**src/rtl/lc3_mem_ctrl.sv**
```systemverilog
// lc3_mem_ctrl: memory-side responder for LC-3 effective addresses.
// It latches an address into MAR and, for writes, the write data into MDR.
// It then runs one read or write against a variable-latency word memory
// that uses an ack handshake. Read data is returned through MDR.
//
// Ports
//   clk, reset_n          clock (rising edge) and async active-low reset
//   req, we               start access / write select, sampled in IDLE only
//   addr_in, wdata        effective address and write data, latched on accept
//   busy, done, err       status: in ACCESS / one-cycle completion / sticky timeout
//   rdata, mar            MDR and MAR contents
//   mem_addr, mem_wdata   memory address (= MAR) and write data (= MDR)
//   mem_en, mem_we        memory request and write strobe, active in ACCESS only
//   mem_rdata, mem_ack    memory read data and one-cycle completion
module lc3_mem_ctrl #(
  parameter int unsigned DATA_W  = 16,
  parameter int unsigned ADDR_W  = 16,
  parameter int unsigned TIMEOUT = 16
) (
  input  logic              clk,
  input  logic              reset_n,
  input  logic              req,
  input  logic              we,
  input  logic [ADDR_W-1:0] addr_in,
  input  logic [DATA_W-1:0] wdata,
  output logic              busy,
  output logic              done,
  output logic              err,
  output logic [DATA_W-1:0] rdata,
  output logic [ADDR_W-1:0] mar,
  output logic [ADDR_W-1:0] mem_addr,
  output logic [DATA_W-1:0] mem_wdata,
  output logic              mem_en,
  output logic              mem_we,
  input  logic [DATA_W-1:0] mem_rdata,
  input  logic              mem_ack
);

  localparam int unsigned CntW = (TIMEOUT > 1) ? $clog2(TIMEOUT) : 1;
  localparam logic [CntW-1:0] CntLast = CntW'(TIMEOUT - 1);

  typedef enum logic [1:0] {StIdle, StAccess, StDone} stateT;

  stateT             stateQ, stateD;
  logic [ADDR_W-1:0] marQ, marD;
  logic [DATA_W-1:0] mdrQ, mdrD;
  logic              weQ, weD;
  logic              errQ, errD;
  logic [CntW-1:0]   cntQ, cntD;

  always_ff @(posedge clk or negedge reset_n) begin
    if (!reset_n) begin
      stateQ <= StIdle;
      marQ   <= '0;
      mdrQ   <= '0;
      weQ    <= 1'b0;
      errQ   <= 1'b0;
      cntQ   <= '0;
    end else begin
      stateQ <= stateD;
      marQ   <= marD;
      mdrQ   <= mdrD;
      weQ    <= weD;
      errQ   <= errD;
      cntQ   <= cntD;
    end
  end

  always_comb begin
    stateD = stateQ;
    marD   = marQ;
    mdrD   = mdrQ;
    weD    = weQ;
    errD   = errQ;
    cntD   = cntQ;
    unique case (stateQ)
      StIdle: begin
        if (req) begin
          marD   = addr_in;
          weD    = we;
          errD   = 1'b0;
          cntD   = '0;
          if (we) mdrD = wdata;
          stateD = StAccess;
        end
      end
      StAccess: begin
        // Saturate so the counter never wraps.
        if (cntQ != CntLast) cntD = cntQ + CntW'(1);
        // An ack takes priority over a timeout in the same cycle.
        if (mem_ack) begin
          if (!weQ) mdrD = mem_rdata;
          stateD = StDone;
        end else if (cntQ == CntLast) begin
          errD   = 1'b1;
          stateD = StDone;
        end
      end
      StDone: begin
        stateD = StIdle;
      end
      default: begin
        stateD = StIdle;
      end
    endcase
  end

  // Outputs decode the state directly, so an async reset drops them at once.
  always_comb begin
    busy      = (stateQ == StAccess);
    done      = (stateQ == StDone);
    mem_en    = (stateQ == StAccess);
    mem_we    = (stateQ == StAccess) && weQ;
    err       = errQ;
    rdata     = mdrQ;
    mar       = marQ;
    mem_addr  = marQ;
    mem_wdata = mdrQ;
  end

endmodule

```
**config.mk**
```make
export PLATFORM = sky130hd
export DESIGN_NAME = lc3_mem_ctrl
export DESIGN_NICKNAME = d
export VERILOG_FILES = /design/src/rtl/lc3_mem_ctrl.sv
export SDC_FILE = /design/constraint.sdc
export NUM_CORES = 1
export LEC_CHECK = 0
export ABC_CLOCK_PERIOD_IN_PS = 1700
export CORE_UTILIZATION = 34
export CTS_CLUSTER_SIZE = 14
export DETAILED_ROUTE_END_ITERATION = 7
export HOLD_SLACK_MARGIN = 0.06
export PLACE_DENSITY_LB_ADDON = 0.2
export SETUP_SLACK_MARGIN = 0.4
export SKIP_LAST_GASP = 1
export SLEW_MARGIN = 20
export SYNTH_ARGS = -nofsm -noshare
export SYNTH_HDL_FRONTEND = slang
export SYNTH_SLANG_ARGS = --single-unit
```
**constraint.sdc**
```tcl
create_clock -name clk -period 1.7 [get_ports clk]
set_input_delay 0.51 -clock clk [delete_from_list [all_inputs] [get_ports clk]]
set_output_delay 0.51 -clock clk [all_outputs]
set_load 0.1 [all_outputs]
```
==> impl_metrics.csv, run 1 <==
group,metric,value,unit
sta,relSlewSlack,77.3,%
floorplan,die_h,80.9,µm
clocking,cts_sinks,40,
detailed_routing,post_drt_wl_per_cell,16.0,µm
critical_path,crit_path_cell_trace,"nand2b_4, buf_6, nor2_4, buf_12",
sta,hold_viol_final,0,
global_route,grt_first_pass_wirelength,8.60,mm
hold_path,hold_path_class,"primary input to async pin",
global_route,grt_use_total,17.6,%
synthesis,synth_cell_types,29,
final_layout,n_antenna_cell,0,
critical_path,critPathSlowestCell,"dfrtp_1",
detailed_routing,dr.pass1.iters,4,
place,place_hpwl,3.84,mm
synthesis,ys_ff_latch,40,
critical_path,end_kind,"output port",
status,violations,"setup timing",
clocking,cts_buffers,5,
sta,hold_ws,0.179,ns
flow_run,maxCapViolCount,0,
global_route,grt_max_degree,41,
final_layout,layout_common_cells,"74 x buf_12, 50 x clkdlybuf4s50_1, 38 x mux2_4",
sta,clock.fmax,0.564,GHz
place,place_ws,-0.344,ns
synthesis,postSynthCellCount,166,
critical_path,worstPathBufferInverterCount,2,
critical_path,r2r_setup_slack,0.05,ns
synthesis,ys_top_cells_by_area,"dfrtp_1 47%, mux2_2 20%, buf_4 12%",
sta,tightest_slew,0.336,ns
clocking,clk_pin_slew_worst_paths,0.07,ns
floorplan,pin_count,122,
synthesis,synth_edf_count,0,
floorplan,initial_core_util,35.5,%
sta,setup_viol,2,
detailed_routing,drc,0,
synthesis,synth_top_area_cell,"dfrtp_1",
synthesis,synth_nets,220,
detailed_routing,wl,5.71,mm
detailed_routing,num_vias,1622,
critical_path,arrival,1.26,ns
clocking,ctsHoldBuffers,0,
sta,finalClockSkew,0.00601,ns
final_layout,nFillCells,367,
final_layout,fin_nets,336,
place,numPortBuffers,121,
synthesis,synth-seq-area-share,47.3,%
clocking,clockRootBuffer,"clkbuf_8",
floorplan,core,5960,µm²
floorplan,die_area,6550,µm²
status,status,"complete, but fails checks",
synthesis,postSynthAreaPerCell,12.8,µm²
detailed_routing,routed_via_density,4.54,
critical_path,path_max_fanout,6,
global_route,antenna_found_initial,0,
final_layout,area_growth,113,%
critical_path,crit_type,"flop to output port",
floorplan,num_rows,28,
clocking,cts_tree,"done",
global_route,grt_pass1_vias,1722,
final_layout,drive_gt1_share,69.5,%
critical_path,cp_top_family,"flip-flops",
floorplan,die_x,80.9,µm
final_layout,layout_commonest_cell,"buf_12",
synthesis,synth-main-ff-cell,"dfrtp_1",
synthesis,yosys_warnings,0,
detailed_routing,drtIter0Drc,56,
detailed_routing,antenna_left,0,
critical_path,cp.required,1.19,ns
place,gp_congestion,0.804,
final_layout,design_area,4510,µm²
clocking,clk_latency,0.29,ns
synthesis,netlist_area,2120,µm²
sta,timing.final.crit_period,1.77,ns
global_route,grt.overflow.total,0,
place,place_area,4050,µm²
synthesis,synth-async-reset-ratio,100,%
sta,rsz0062_at_grt,"true",
sta,slew_violations,0,
synthesis,synth_top_area_share,47.3,%
critical_path,slowest_delay,0.39,ns
clocking,clockBufferDepth,2,
sta,fin_crit_sh,104,%
clocking,h-tree-depth,2,
critical_path,cp-start-kind,"flop",
sta,setup_slack,-0.0726,ns
==> what timing repair did <==
| item | CTS | global route |
|---|---|---|
| buffers inserted | 11 | 3 |
| gates cloned | 4 | 0 |
| pin swaps | 2 | 2 |
| gates resized for setup | 26 | 37 |
| setup endpoints to repair | 107 | 106 |
==> synth_stat cells, types with 3 or more instances <==
master and n:
mux2_2 38, dfrtp_1 40, buf_4 35, nor2_1 6, nand3_1 3, a21oi_1 3, mux2_4 10, nand2_1 4
==> worst register-to-register path, delay by kind of cell (launching register included) <==
kind / cells / cell delay [ns]
simple gates: 1 / 0.17
flops: 1 / 0.39
mux: 2 / 0.60
buf+inv: 4 / 0.39
==> final cells by class <==
cell class	instances	area (µm²)	share of cell area [%]
Clock inverter	1	5.00	0.111
Timing Repair Buffer	150	2260	50.1
Multi-Input combinational cell	82	936	20.7
Sequential cell	40	1120	24.9
Inverter	3	18.8	0.416
Tap cell	75	93.8	2.08
Clock buffer	6	72.6	1.61
==> flip-flops by register name, summed over array words and instances (netlist names) <==
register and count:
cntQ 4, err 1, mar 16, mem_wdata 16, stateQ 2, weQ 1
==> path summary, 6_finish.rpt <==
check	startpoint	endpoint	cells after the start
min	reset_n	mem_wdata[15]$_DFFE_PN0P_	2
min reg2reg	cntQ[1]$_DFFE_PN0P_	cntQ[1]$_DFFE_PN0P_	2
max	stateQ[1]$_DFFE_PN0P_	mem_we	4
min in group clk	cntQ[1]$_DFFE_PN0P_	cntQ[1]$_DFFE_PN0P_	2
max reg2reg	stateQ[1]$_DFFE_PN0P_	mem_wdata[8]$_DFFE_PN0P_	7
max in group asynchronous	reset_n	mem_wdata[11]$_DFFE_PN0P_	2
==> through the flow <==
step	util (%)	cells	TNS, ns
global route	75.8	357	-0.325
global placement	68.0	332	-9.04
finish	75.8	357	-0.0829
CTS	73.2	354	-0.202
detailed placement	68.0	332	-9.34
floorplan	-	166	0
==> cell families (layout without fill, tap and decap cells) <==
kind of cell | count (synthesis) | count (layout) | synth area share [%]
fa+ha+maj | 1 | 1 | 0.591
buf+inv | 44 | 160 | 15.8
mux | 48 | 48 | 27.3
flops | 40 | 40 | 47.3
simple gates | 24 | 24 | 6.03
compound gates | 9 | 9 | 2.96
==> routing by layer <==
layer,share of wire (%),wire (µm),GRT usage (%)
met1,43,2450,22.2
met2,50,2860,29.6
met3,6.1,347,4.16
met4,0.96,55,5.36
met5,0,0,0
Power of run 1 is not shown: default switching activity piles up to over one toggle a cycle in this logic, so the estimate is an artifact.
==> inputs of run 2 (changes only) <==
CTS_CLUSTER_DIAMETER = 50   (was unset)
==> results of run 2 <==
Same layout as run 1: the final DEF is identical, and so are final timing and power.
Power of run 2 is left out for the same reason.
